<file path="src/rtl/tile_map_writer_pkg.sv">
// tile_map_writer_pkg
//   Shared definitions for the tile-map port-A writer and the VGA scan-out:
//   map geometry defaults, host opcodes, the writer FSM state encoding and
//   the (col,row) -> linear address helper.
package tile_map_writer_pkg;

  localparam int unsigned MAP_COLS_DEF = 80;
  localparam int unsigned MAP_ROWS_DEF = 60;

  localparam logic [1:0] OP_WRITE = 2'b00;
  localparam logic [1:0] OP_FILL  = 2'b01;
  localparam logic [1:0] OP_READ  = 2'b10;
  localparam logic [1:0] OP_RSVD  = 2'b11;

  typedef enum logic [2:0] {
    ST_IDLE    = 3'd0,
    ST_WR      = 3'd1,
    ST_FILL    = 3'd2,
    ST_RD_ADDR = 3'd3,
    ST_RD_CAP  = 3'd4,
    ST_RSP     = 3'd5
  } state_e;

  // Row-major linear tile index. Callers truncate to their address width.
  function automatic int unsigned tile_lin(input int unsigned col,
                                           input int unsigned row,
                                           input int unsigned cols);
    return row * cols + col;
  endfunction

endpackage

</file>
<file path="src/rtl/tile_map_writer_if.sv">
// tile_map_writer_if
//   Host-side command and response channels of the tile-map writer.
//   master : host issuing commands and consuming responses
//   slave  : the tile_map_writer
//   cmd_valid/cmd_ready : command handshake; cmd_op/cmd_col/cmd_row/cmd_data payload
//   rsp_valid/rsp_ready : read response handshake; rsp_data payload
interface tile_map_writer_if #(
  parameter int DATA_WIDTH = 16,
  parameter int COL_WIDTH  = 7,
  parameter int ROW_WIDTH  = 6
);
  logic                  cmd_valid;
  logic                  cmd_ready;
  logic [1:0]            cmd_op;
  logic [COL_WIDTH-1:0]  cmd_col;
  logic [ROW_WIDTH-1:0]  cmd_row;
  logic [DATA_WIDTH-1:0] cmd_data;
  logic                  rsp_valid;
  logic                  rsp_ready;
  logic [DATA_WIDTH-1:0] rsp_data;

  modport master (
    output cmd_valid, cmd_op, cmd_col, cmd_row, cmd_data, rsp_ready,
    input  cmd_ready, rsp_valid, rsp_data
  );

  modport slave (
    input  cmd_valid, cmd_op, cmd_col, cmd_row, cmd_data, rsp_ready,
    output cmd_ready, rsp_valid, rsp_data
  );
endinterface

</file>
<file path="src/rtl/tile_map_writer.sv">
// tile_map_writer
//   Port-A agent of the shared tile/glyph dual-port BRAM. Executes host
//   cell-write, whole-map fill and cell-read commands; port B belongs to
//   the VGA scan-out and is not touched here.
// Ports
//   clk    : system clock, shared with the BRAM
//   reset  : synchronous, active-high
//   host   : command / response channels (tile_map_writer_if.slave)
//   busy   : high whenever the FSM is not idle
//   err    : one-cycle pulse when an out-of-range or reserved command is dropped
//   q_a    : BRAM port-A read data, valid the cycle after addr_a
//   addr_a, data_a, we_a : BRAM port-A address / write data / write enable
//
// state      | meaning
// -----------+---------------------------------------------------------
// ST_IDLE    | ready for a command
// ST_WR      | single-cell write on port A (we_a high this cycle)
// ST_FILL    | one write per cycle over the whole map
// ST_RD_ADDR | read address presented on port A
// ST_RD_CAP  | BRAM output valid, captured into rsp_data
// ST_RSP     | response held until the host takes it
module tile_map_writer
  import tile_map_writer_pkg::*;
#(
  parameter int          DATA_WIDTH = 16,
  parameter int          ADDR_WIDTH = 16,
  parameter int unsigned MAP_COLS   = MAP_COLS_DEF,
  parameter int unsigned MAP_ROWS   = MAP_ROWS_DEF,
  parameter int          COL_WIDTH  = 7,
  parameter int          ROW_WIDTH  = 6
) (
  input  logic                  clk,
  input  logic                  reset,
  tile_map_writer_if.slave      host,
  output logic                  busy,
  output logic                  err,
  input  logic [DATA_WIDTH-1:0] q_a,
  output logic [ADDR_WIDTH-1:0] addr_a,
  output logic [DATA_WIDTH-1:0] data_a,
  output logic                  we_a
);

  localparam logic [ADDR_WIDTH-1:0] FILL_LAST = ADDR_WIDTH'(MAP_COLS * MAP_ROWS - 1);

  state_e                  state_q, state_d;
  logic                    in_reset_q;
  logic [ADDR_WIDTH-1:0]   fill_left_q, fill_left_d;
  logic [ADDR_WIDTH-1:0]   addr_a_q, addr_a_d;
  logic [DATA_WIDTH-1:0]   data_a_q, data_a_d;
  logic                    we_a_q, we_a_d;
  logic [DATA_WIDTH-1:0]   rsp_data_q, rsp_data_d;
  logic                    rsp_valid_q, rsp_valid_d;
  logic                    busy_q, busy_d;
  logic                    err_q, err_d;

  logic                    accept;
  logic                    cmd_bad;
  logic                    cmd_ok;
  logic [ADDR_WIDTH-1:0]   cmd_lin;

  // in_reset_q keeps cmd_ready low while reset is applied even though the
  // state register already reads IDLE; it stays a pure register decode.
  assign host.cmd_ready = (state_q == ST_IDLE) && !in_reset_q;
  assign accept         = host.cmd_valid && host.cmd_ready;

  // FILL ignores col/row, so only WRITE/READ are bounds-checked.
  always_comb begin
    cmd_bad = 1'b0;
    if (host.cmd_op == OP_RSVD) begin
      cmd_bad = 1'b1;
    end else if (host.cmd_op != OP_FILL) begin
      cmd_bad = (32'(host.cmd_col) >= MAP_COLS) || (32'(host.cmd_row) >= MAP_ROWS);
    end
  end

  assign cmd_ok  = accept && !cmd_bad;
  assign cmd_lin = ADDR_WIDTH'(tile_lin(32'(host.cmd_col), 32'(host.cmd_row), MAP_COLS));

  always_ff @(posedge clk) begin
    if (reset) begin
      state_q     <= ST_IDLE;
      in_reset_q  <= 1'b1;
      fill_left_q <= '0;
      addr_a_q    <= '0;
      data_a_q    <= '0;
      we_a_q      <= 1'b0;
      rsp_data_q  <= '0;
      rsp_valid_q <= 1'b0;
      busy_q      <= 1'b0;
      err_q       <= 1'b0;
    end else begin
      state_q     <= state_d;
      in_reset_q  <= 1'b0;
      fill_left_q <= fill_left_d;
      addr_a_q    <= addr_a_d;
      data_a_q    <= data_a_d;
      we_a_q      <= we_a_d;
      rsp_data_q  <= rsp_data_d;
      rsp_valid_q <= rsp_valid_d;
      busy_q      <= busy_d;
      err_q       <= err_d;
    end
  end

  always_comb begin
    state_d = state_q;
    case (state_q)
      ST_IDLE: begin
        if (cmd_ok) begin
          case (host.cmd_op)
            OP_WRITE: state_d = ST_WR;
            OP_FILL:  state_d = ST_FILL;
            OP_READ:  state_d = ST_RD_ADDR;
            default:  state_d = ST_IDLE;
          endcase
        end
      end
      ST_WR:      state_d = ST_IDLE;
      ST_FILL:    if (fill_left_q == '0) state_d = ST_IDLE;
      ST_RD_ADDR: state_d = ST_RD_CAP;
      ST_RD_CAP:  state_d = ST_RSP;
      ST_RSP:     if (host.rsp_ready) state_d = ST_IDLE;
      default:    state_d = ST_IDLE;
    endcase
  end

  // Outputs are registered, so each _d describes what the port shows in the
  // state being entered. addr_a/data_a hold unless a new access loads them.
  always_comb begin
    fill_left_d = fill_left_q;
    addr_a_d    = addr_a_q;
    data_a_d    = data_a_q;
    we_a_d      = 1'b0;
    rsp_data_d  = rsp_data_q;
    err_d       = accept && cmd_bad;
    case (state_q)
      ST_IDLE: begin
        if (cmd_ok) begin
          case (host.cmd_op)
            OP_WRITE: begin
              we_a_d   = 1'b1;
              addr_a_d = cmd_lin;
              data_a_d = host.cmd_data;
            end
            OP_FILL: begin
              we_a_d      = 1'b1;
              addr_a_d    = '0;
              data_a_d    = host.cmd_data;
              fill_left_d = FILL_LAST;
            end
            OP_READ: begin
              addr_a_d = cmd_lin;
            end
            default: ;
          endcase
        end
      end
      ST_FILL: begin
        // fill_left_q counts writes still to come after the current one.
        if (fill_left_q != '0) begin
          we_a_d      = 1'b1;
          addr_a_d    = addr_a_q + 1'b1;
          fill_left_d = fill_left_q - 1'b1;
        end
      end
      ST_RD_CAP: rsp_data_d = q_a;
      default: ;
    endcase
    busy_d      = (state_d != ST_IDLE);
    rsp_valid_d = (state_d == ST_RSP);
  end

  assign host.rsp_valid = rsp_valid_q;
  assign host.rsp_data  = rsp_data_q;
  assign busy           = busy_q;
  assign err            = err_q;
  assign addr_a         = addr_a_q;
  assign data_a         = data_a_q;
  assign we_a           = we_a_q;

endmodule

</file>
<file path="src/flat_wrapper.sv">
// flat-port wrapper written by rule: the top's interface ports become plain ports
module tile_map_writer_flat import tile_map_writer_pkg::*;
#(
  parameter int          DATA_WIDTH = 16,
  parameter int          ADDR_WIDTH = 16,
  parameter int unsigned MAP_COLS   = MAP_COLS_DEF,
  parameter int unsigned MAP_ROWS   = MAP_ROWS_DEF,
  parameter int          COL_WIDTH  = 7,
  parameter int          ROW_WIDTH  = 6
)
  (clk, reset, busy, err, q_a, addr_a, data_a, we_a, host_cmd_valid, host_cmd_op, host_cmd_col, host_cmd_row, host_cmd_data, host_rsp_ready, host_cmd_ready, host_rsp_valid, host_rsp_data);
  tile_map_writer_if #(.DATA_WIDTH(DATA_WIDTH), .COL_WIDTH(COL_WIDTH), .ROW_WIDTH(ROW_WIDTH)) host_i ();
  input  logic clk;
  input  logic reset;
  output logic busy;
  output logic err;
  input  logic [DATA_WIDTH-1:0] q_a;
  output logic [ADDR_WIDTH-1:0] addr_a;
  output logic [DATA_WIDTH-1:0] data_a;
  output logic we_a;
  input wire logic [$bits(host_i.cmd_valid)-1:0] host_cmd_valid;
  input wire logic [$bits(host_i.cmd_op)-1:0] host_cmd_op;
  input wire logic [$bits(host_i.cmd_col)-1:0] host_cmd_col;
  input wire logic [$bits(host_i.cmd_row)-1:0] host_cmd_row;
  input wire logic [$bits(host_i.cmd_data)-1:0] host_cmd_data;
  input wire logic [$bits(host_i.rsp_ready)-1:0] host_rsp_ready;
  output wire logic [$bits(host_i.cmd_ready)-1:0] host_cmd_ready;
  output wire logic [$bits(host_i.rsp_valid)-1:0] host_rsp_valid;
  output wire logic [$bits(host_i.rsp_data)-1:0] host_rsp_data;
  assign host_i.cmd_valid = host_cmd_valid;
  assign host_i.cmd_op = host_cmd_op;
  assign host_i.cmd_col = host_cmd_col;
  assign host_i.cmd_row = host_cmd_row;
  assign host_i.cmd_data = host_cmd_data;
  assign host_i.rsp_ready = host_rsp_ready;
  assign host_cmd_ready = host_i.cmd_ready;
  assign host_rsp_valid = host_i.rsp_valid;
  assign host_rsp_data = host_i.rsp_data;
  tile_map_writer #(.DATA_WIDTH(DATA_WIDTH), .ADDR_WIDTH(ADDR_WIDTH), .MAP_COLS(MAP_COLS), .MAP_ROWS(MAP_ROWS), .COL_WIDTH(COL_WIDTH), .ROW_WIDTH(ROW_WIDTH)) u_core (.clk(clk), .reset(reset), .host(host_i), .busy(busy), .err(err), .q_a(q_a), .addr_a(addr_a), .data_a(data_a), .we_a(we_a));
endmodule
</file>
<file path="config.mk">
export PLATFORM = sky130hd
export DESIGN_NAME = tile_map_writer_flat
export DESIGN_NICKNAME = d
export VERILOG_FILES = /design/src/rtl/tile_map_writer_pkg.sv /design/src/rtl/tile_map_writer_if.sv /design/src/rtl/tile_map_writer.sv /design/src/flat_wrapper.sv
export SDC_FILE = /design/constraint.sdc
export NUM_CORES = 1
export LEC_CHECK = 0
export BUFFER_PORTS_ARGS = -buffer_cell sky130_fd_sc_hd__buf_2
export CAP_MARGIN = 5
export CORE_ASPECT_RATIO = 0.75
export CORE_UTILIZATION = 29
export DETAILED_ROUTE_END_ITERATION = 10
export PLACE_DENSITY = 0.56
export SETUP_SLACK_MARGIN = 0.2
export SLEW_MARGIN = 5
export SYNTH_ARGS = -nofsm -noshare
export SYNTH_HDL_FRONTEND = slang
export SYNTH_SLANG_ARGS = --single-unit
</file>
<file path="constraint.sdc">
create_clock -name clk -period 3.4 [get_ports clk]
set_clock_uncertainty 0.1 [all_clocks]
set_input_delay 0.34 -clock clk [delete_from_list [all_inputs] [get_ports clk]]
set_output_delay 0.34 -clock clk [all_outputs]
set_load 0.02 [all_outputs]
</file>
Word-level counts from Yosys, hierarchy flattened
Index checks and enable logic that the tools add are counted.
Widths: inputs -> output; s select.
{"block": "totals", "word_cells": 67, "out_inout_bits": 53, "register_bits": 72, "in_bits": 51}
{"block": "op_classes", "n_mul": 1, "n_eq_ne": 13, "muxes": 20, "addsub": 3, "reduce_logical": 18, "n_lt_le_gt_ge": 2}
{"cell": "$pmux 16 s2", "count": 3}
{"cell": "$mux 16", "count": 5}
{"cell": "$add 16x1->16 const B", "count": 1}
{"cell": "$logic_not 16->1", "count": 1}
{"cell": "$reduce_bool 16->1", "count": 1}
{"cell": "$sub 16x1->16 const B", "count": 1}
{"cell": "$pmux 3 s5", "count": 1}
{"cell": "$add 13x7->14", "count": 1}
{"cell": "$eq 3x3->1 const B", "count": 3}
{"cell": "$mul 6x3->9 const B", "count": 1}
{"cell": "$mux 3", "count": 3}
{"cell": "$reduce_and 4->1", "count": 2}
{"cell": "$ge 7x7->1 const B", "count": 1}
{"cell": "$eq 3x2->1 const B", "count": 2}
{"cell": "$ge 6x6->1 const B", "count": 1}
{"cell": "$mux 1", "count": 6}
{"cell": "$ne 2x1->1 const B", "count": 3}
{"cell": "$pmux 2 s3", "count": 1}
{"cell": "$eq 2x2->1 const B", "count": 2}
{"cell": "$logic_and 1x1->1", "count": 4}
{"cell": "$reduce_or 2->1", "count": 2}
{"cell": "$logic_not 3->1", "count": 1}
{"cell": "$ne 3x3->1 const B", "count": 1}
{"cell": "$reduce_and 3->1", "count": 1}
{"cell": "8 further kinds", "count": 9}

Logic depth before layout (Yosys ltp)
{"block": "logic_depth", "word_depth": 9, "mapped_depth": 11, "ltp_nobuf": 10}

Worst setup path before layout
No wires, ideal clock.
{"block": "synth_timing", "path_type": "input to register", "start": "in host_cmd_row[1]", "end": "reg u_core.addr_a_q[11] (netlist: u_core.addr_a[11])", "arrival_time_ps": 2368, "cell_stages": 9, "path_buffers": 0, "t_required_ps": 3164, "setup_ps": 136, "setup_slack_ps": 796, "path_cell_list": "ha_1 > ha_1 > inv_1 > fa_1 > nand3b_1 > nor4_1 > xnor2_1 > a211oi_1 > a2111oi_4"}
{"block": "synth_between", "elab_chain_cells": 8, "elab_cells_between_ends": 13, "cone_classes": "1 x add/sub; 1 x mul; 1 x order compare; 1 x eq/ne; 5 x mux; 4 x reduce/logical"}
{"item": "from (decl)", "line": "flat_wrapper.sv:24", "source": "input wire logic [$bits(host_i.cmd_row)-1:0] host_cmd_row;"}
{"item": "branches (longest 8 deep; another with $add 13x7->14)"}
{"item": "to (signal assigned)", "line": "tile_map_writer.sv:95", "source": "addr_a_q <= addr_a_d;"}
{"item": "to (decl)", "line": "tile_map_writer.sv:48", "source": "logic [ADDR_WIDTH-1:0] addr_a_q, addr_a_d;"}
Several ways; the timed one is not identified. The select of a mux whose other input is x is not followed.
A chain may end at the register's enable or synchronous reset.

Worst setup path after layout
{"block": "layout_timing", "start": "reg u_core.fill_left_q[0]", "end": "reg u_core.addr_a_q[13] (netlist: u_core.addr_a[13])"}
{"block": "layout_between", "elab_chain_cells": 3}
{"item": "from (decl)", "line": "tile_map_writer.sv:47", "source": "logic [ADDR_WIDTH-1:0] fill_left_q, fill_left_d;"}
{"item": "from (signal assigned)", "line": "tile_map_writer.sv:94", "source": "fill_left_q <= fill_left_d;"}
{"item": "$reduce_bool 16->1", "line": "tile_map_writer.sv:160", "source": "if (fill_left_q != '0) begin"}
{"item": "$ne 2x1->1 (no source line)"}
{"item": "$reduce_and 4->1 (no source line)"}
Every way passes these cells.

==> results.toml <==
[placement]
gp_congestion = 0.800
post-place-cells = 695
numPortBuffers = 103
hpwlAfterDp_mm = 6.92
placement.cell_area_sq_mm = 0.00437

[routing]
post_drt_via_cell_ratio = 4.78
detail_route.first_pass.iterations = 4
route.detailed.wl_per_inst_um = 13.0
total_routed_length_mm = 9.26
detailedRoute.firstIterationViolations = 202
dr_total_vias = 3392
post-route-drc-count = 0
postRouteAntennaNets = 0

[sta]
setup_viol = 0
period_share_pct = 81.1
fin_setup_tns_ns = 0
final_count_of_hold_timing_violations = 0
slew_viol_final = 0
max_clock_freq_ghz = 0.363
timing.max_slew.rel_slack_pct = 37.8
post-route-min-period_ns = 2.76
grt_setup_unrepaired = "no"
worst_pin_slew_ns = 0.925

[synthesis]
synth_top_family_by_area = "simple AND/OR/NAND/NOR gates"
number_of_instances_in_the_synthesized_netlist = 442
synth.most_common_cell = "sky130_fd_sc_hd__dfxtp_1"
synth_area_in_simple_gates_pct = 22.5
ys_top_cells_by_count = "72 x sky130_fd_sc_hd__dfxtp_1, 51 x sky130_fd_sc_hd__nor2_1, 50 x sky130_fd_sc_hd__nand2_1"
synth_cell_type_count = 54
syn_nets = 512
synth_fa_ha_area_share_pct = 6.85
synthesized_area_per_cell_sq_um = 8.35
synth-compound-area-share_pct = 17.0
xor_and_xnor_fraction_of_the_mapped_netlist_area_pct = 4.98
synth_warnings = 0
post_synth_instance_area_sq_mm = 0.00369
synth_top_area_share_pct = 39.1
synth_enable_flop_cells = 0
synth_area_leader_cell = "sky130_fd_sc_hd__dfxtp_1"
synth.area.top_cells = "sky130_fd_sc_hd__dfxtp_1 39%, sky130_fd_sc_hd__ha_1 5.8%, sky130_fd_sc_hd__a21oi_1 5.7%"
synth_sequential_area_ratio_pct = 39.1
postSynthRegisterBits = 72
synth_flop_cell = "sky130_fd_sc_hd__dfxtp_1"
asyncSetResetFlopFracSynth_pct = 0
synthMuxAreaShare_pct = 4.65

[clocking]
number_of_instances_resized_during_post_cts_repair = 0
postCtsSetupBuffers = 0
cts_hold_repair_buffers = 0
cts.sink_count = 72
insertion_delay_ns = 0.33
tritoncts = "yes"
cts_inserted_buffers = 9
maximum_buffer_depth_of_the_clock_tree = 2
cts-htree-levels = 3
clkSlewWorstSetupHoldPaths_ns = 0.06
clockRootBuffer = "sky130_fd_sc_hd__clkbuf_16"

[run]
timing.max_cap.violations = 0

[cells_and_area]
finalNonFillerCells = 710
layout.nets = 610
drive_above_1_share_pct = 25.7
diodes = 0
finish.instance_area_sq_mm = 0.00465
nFillCells = 1268
synthToLayoutAreaGrowth_pct = 26.1

[worst_setup_path]
timing.critical_path.from_type = "register"
data_required_critical_path_ns = 3.49
critical_path_arrival_ns = 2.85
critPathKind = "reg -> reg"
crit_fanout = 9
critPathCaptureType = "register"

[hold_path]
holdCritPathClass = "in -> reg"

[floorplan]
die_h_um = 99.7
die_area_sq_mm = 0.0132
floorplan.initialDensity_pct = 29.9
die-width_um = 132
placeableCoreArea_sq_mm = 0.0123
boundary_pin_count = 104
rows = 35

[global_route]
overflow = 0
grt.total_usage_pct = 14.7
antenna_found_initial = 0
vias_in_the_first_global_route = 3114
grt_pass1_wl_mm = 15.3
maximum_number_of_pins_on_one_net_before_global_route_repair = 30

[pwr]
leakage_nw = 2.02
netSwitchingFraction_pct = 27.8
cellPowerDensity_mw_per_mm2 = 468
p_sw_uw = 605
pwr-share-comb_pct = 17.7
internal-power_mw = 1.57
pwr-share-seq_pct = 41.4
clock_power_share_pct = 40.8
worst_ir_drop_vdd_uv = 254

[outcome]
run_status = "completed"
[area by class of cell]
cell class	instances	area [sq um]	area share, %
inverter	20	75.1	1.61
clock buffer	11	253	5.43
tap	166	208	4.46
sequential	72	1440	31.0
timing repair buffer	111	576	12.4
multi-input combinational	326	2070	44.5
clock inverter	4	30.0	0.646
[routing by layer]
metal	part of all wire, %	up-vias	track usage (%)
met4	1.2	0	5.13
met1	51	1549	20.4
met3	6.3	7	4.23
met2	41	92	21.6
met5	0	-	0
li1	-	1744	-
[worst paths after layout]
check | end | start | cells past startpoint | slack (ns)
worst min-delay path | u_core.data_a[10] | host_cmd_data[10] | 3 | 0.14
worst min register to register | u_core.host.rsp_data[4] | u_core.host.rsp_data[4] | 2 | 0.35
worst max register to register | u_core.addr_a[13] | u_core.fill_left_q[0] | 9 | 0.64
worst max-delay path | u_core.addr_a[13] | u_core.fill_left_q[0] | 9 | 0.64
[state kept, by name, indices dropped and copies added (netlist names)]
name and cells:
u_core.busy 1, u_core.fill_left_q 16, u_core.addr_a 16, u_core.host.rsp_data 16, u_core.in_reset_q 1, u_core.data_a 16
u_core.we_a 1, u_core.host.rsp_valid 1, u_core.err 1, u_core.state_q 3
[logic make-up (layout without fill, tap and decap cells)]
kind of cell,count (synthesis),count (layout)
buffers and inverters,44,146
DFF,72,72
xor gates and xnor gates,21,21
adders and majority gates,19,19
and+or+nand+nor,173,173
AOI/OAI and AO/OA,96,96
muxes,17,17
[layout by cell type (no fill, tap or decap), types with 3 or more instances in the layout]
cell                        netlist  final
sky130_fd_sc_hd__a211oi_1         7      7
sky130_fd_sc_hd__a21oi_1         42     42
sky130_fd_sc_hd__a311oi_1         3      3
sky130_fd_sc_hd__a31oi_1          3      3
sky130_fd_sc_hd__and3_1           4      4
sky130_fd_sc_hd__buf_2            2    103
sky130_fd_sc_hd__buf_4            2      8
sky130_fd_sc_hd__clkbuf_16        0      9
sky130_fd_sc_hd__dfxtp_1         72     72
sky130_fd_sc_hd__ha_1            17     17
sky130_fd_sc_hd__inv_1           20     20
sky130_fd_sc_hd__mux2i_1         16     16
sky130_fd_sc_hd__nand2_1         50     50
sky130_fd_sc_hd__nand2b_1         6      6
sky130_fd_sc_hd__nand3_1          7      7
sky130_fd_sc_hd__nor2_1          51     51
sky130_fd_sc_hd__nor3_1          15     15
sky130_fd_sc_hd__nor4_1          11     11
sky130_fd_sc_hd__o21ai_0         16     15
sky130_fd_sc_hd__o21ai_1          3      3
sky130_fd_sc_hd__o22ai_1          4      4
sky130_fd_sc_hd__or2_2            3      3
sky130_fd_sc_hd__or3_1            8      8
sky130_fd_sc_hd__or4_1            3      3
sky130_fd_sc_hd__xnor2_1         19     19
[metrics by stage]
step                      util, %  worst slack, ns  total power [mW]  hold WS, ns
after floorplan                 -            0.796              1.20        0.268
after global routing         37.7            0.457              2.30        0.136
after global placement       35.4            0.554              1.30        0.339
after CTS                    37.7            0.641              2.21        0.125
after detailed placement     35.4            0.494              1.31        0.348
final                        37.7            0.644              2.18        0.137
[power groups by stage]
stage / Combinational (mW) / Clock (mW) / Sequential [mW]
after CTS: 0.390 / 0.917 / 0.902
final: 0.387 / 0.890 / 0.902
after floorplan: 0.270 / 0 / 0.928
after global placement: 0.383 / 0 / 0.918
after global routing: 0.433 / 0.957 / 0.906
after detailed placement: 0.386 / 0 / 0.920
[worst max-delay path, cell delays in order (launching register included)]
cell and delay [ns]:
sky130_fd_sc_hd__dfxtp_1 0.34, sky130_fd_sc_hd__inv_1 0.07, sky130_fd_sc_hd__ha_1 0.17, sky130_fd_sc_hd__or3b_1 0.48, sky130_fd_sc_hd__or4_4 0.49, sky130_fd_sc_hd__o31ai_4 0.23
sky130_fd_sc_hd__or2_1 0.30, sky130_fd_sc_hd__buf_4 0.25, sky130_fd_sc_hd__or4_1 0.13, sky130_fd_sc_hd__a21oi_1 0.05
(Power assumes the default switching activity.)
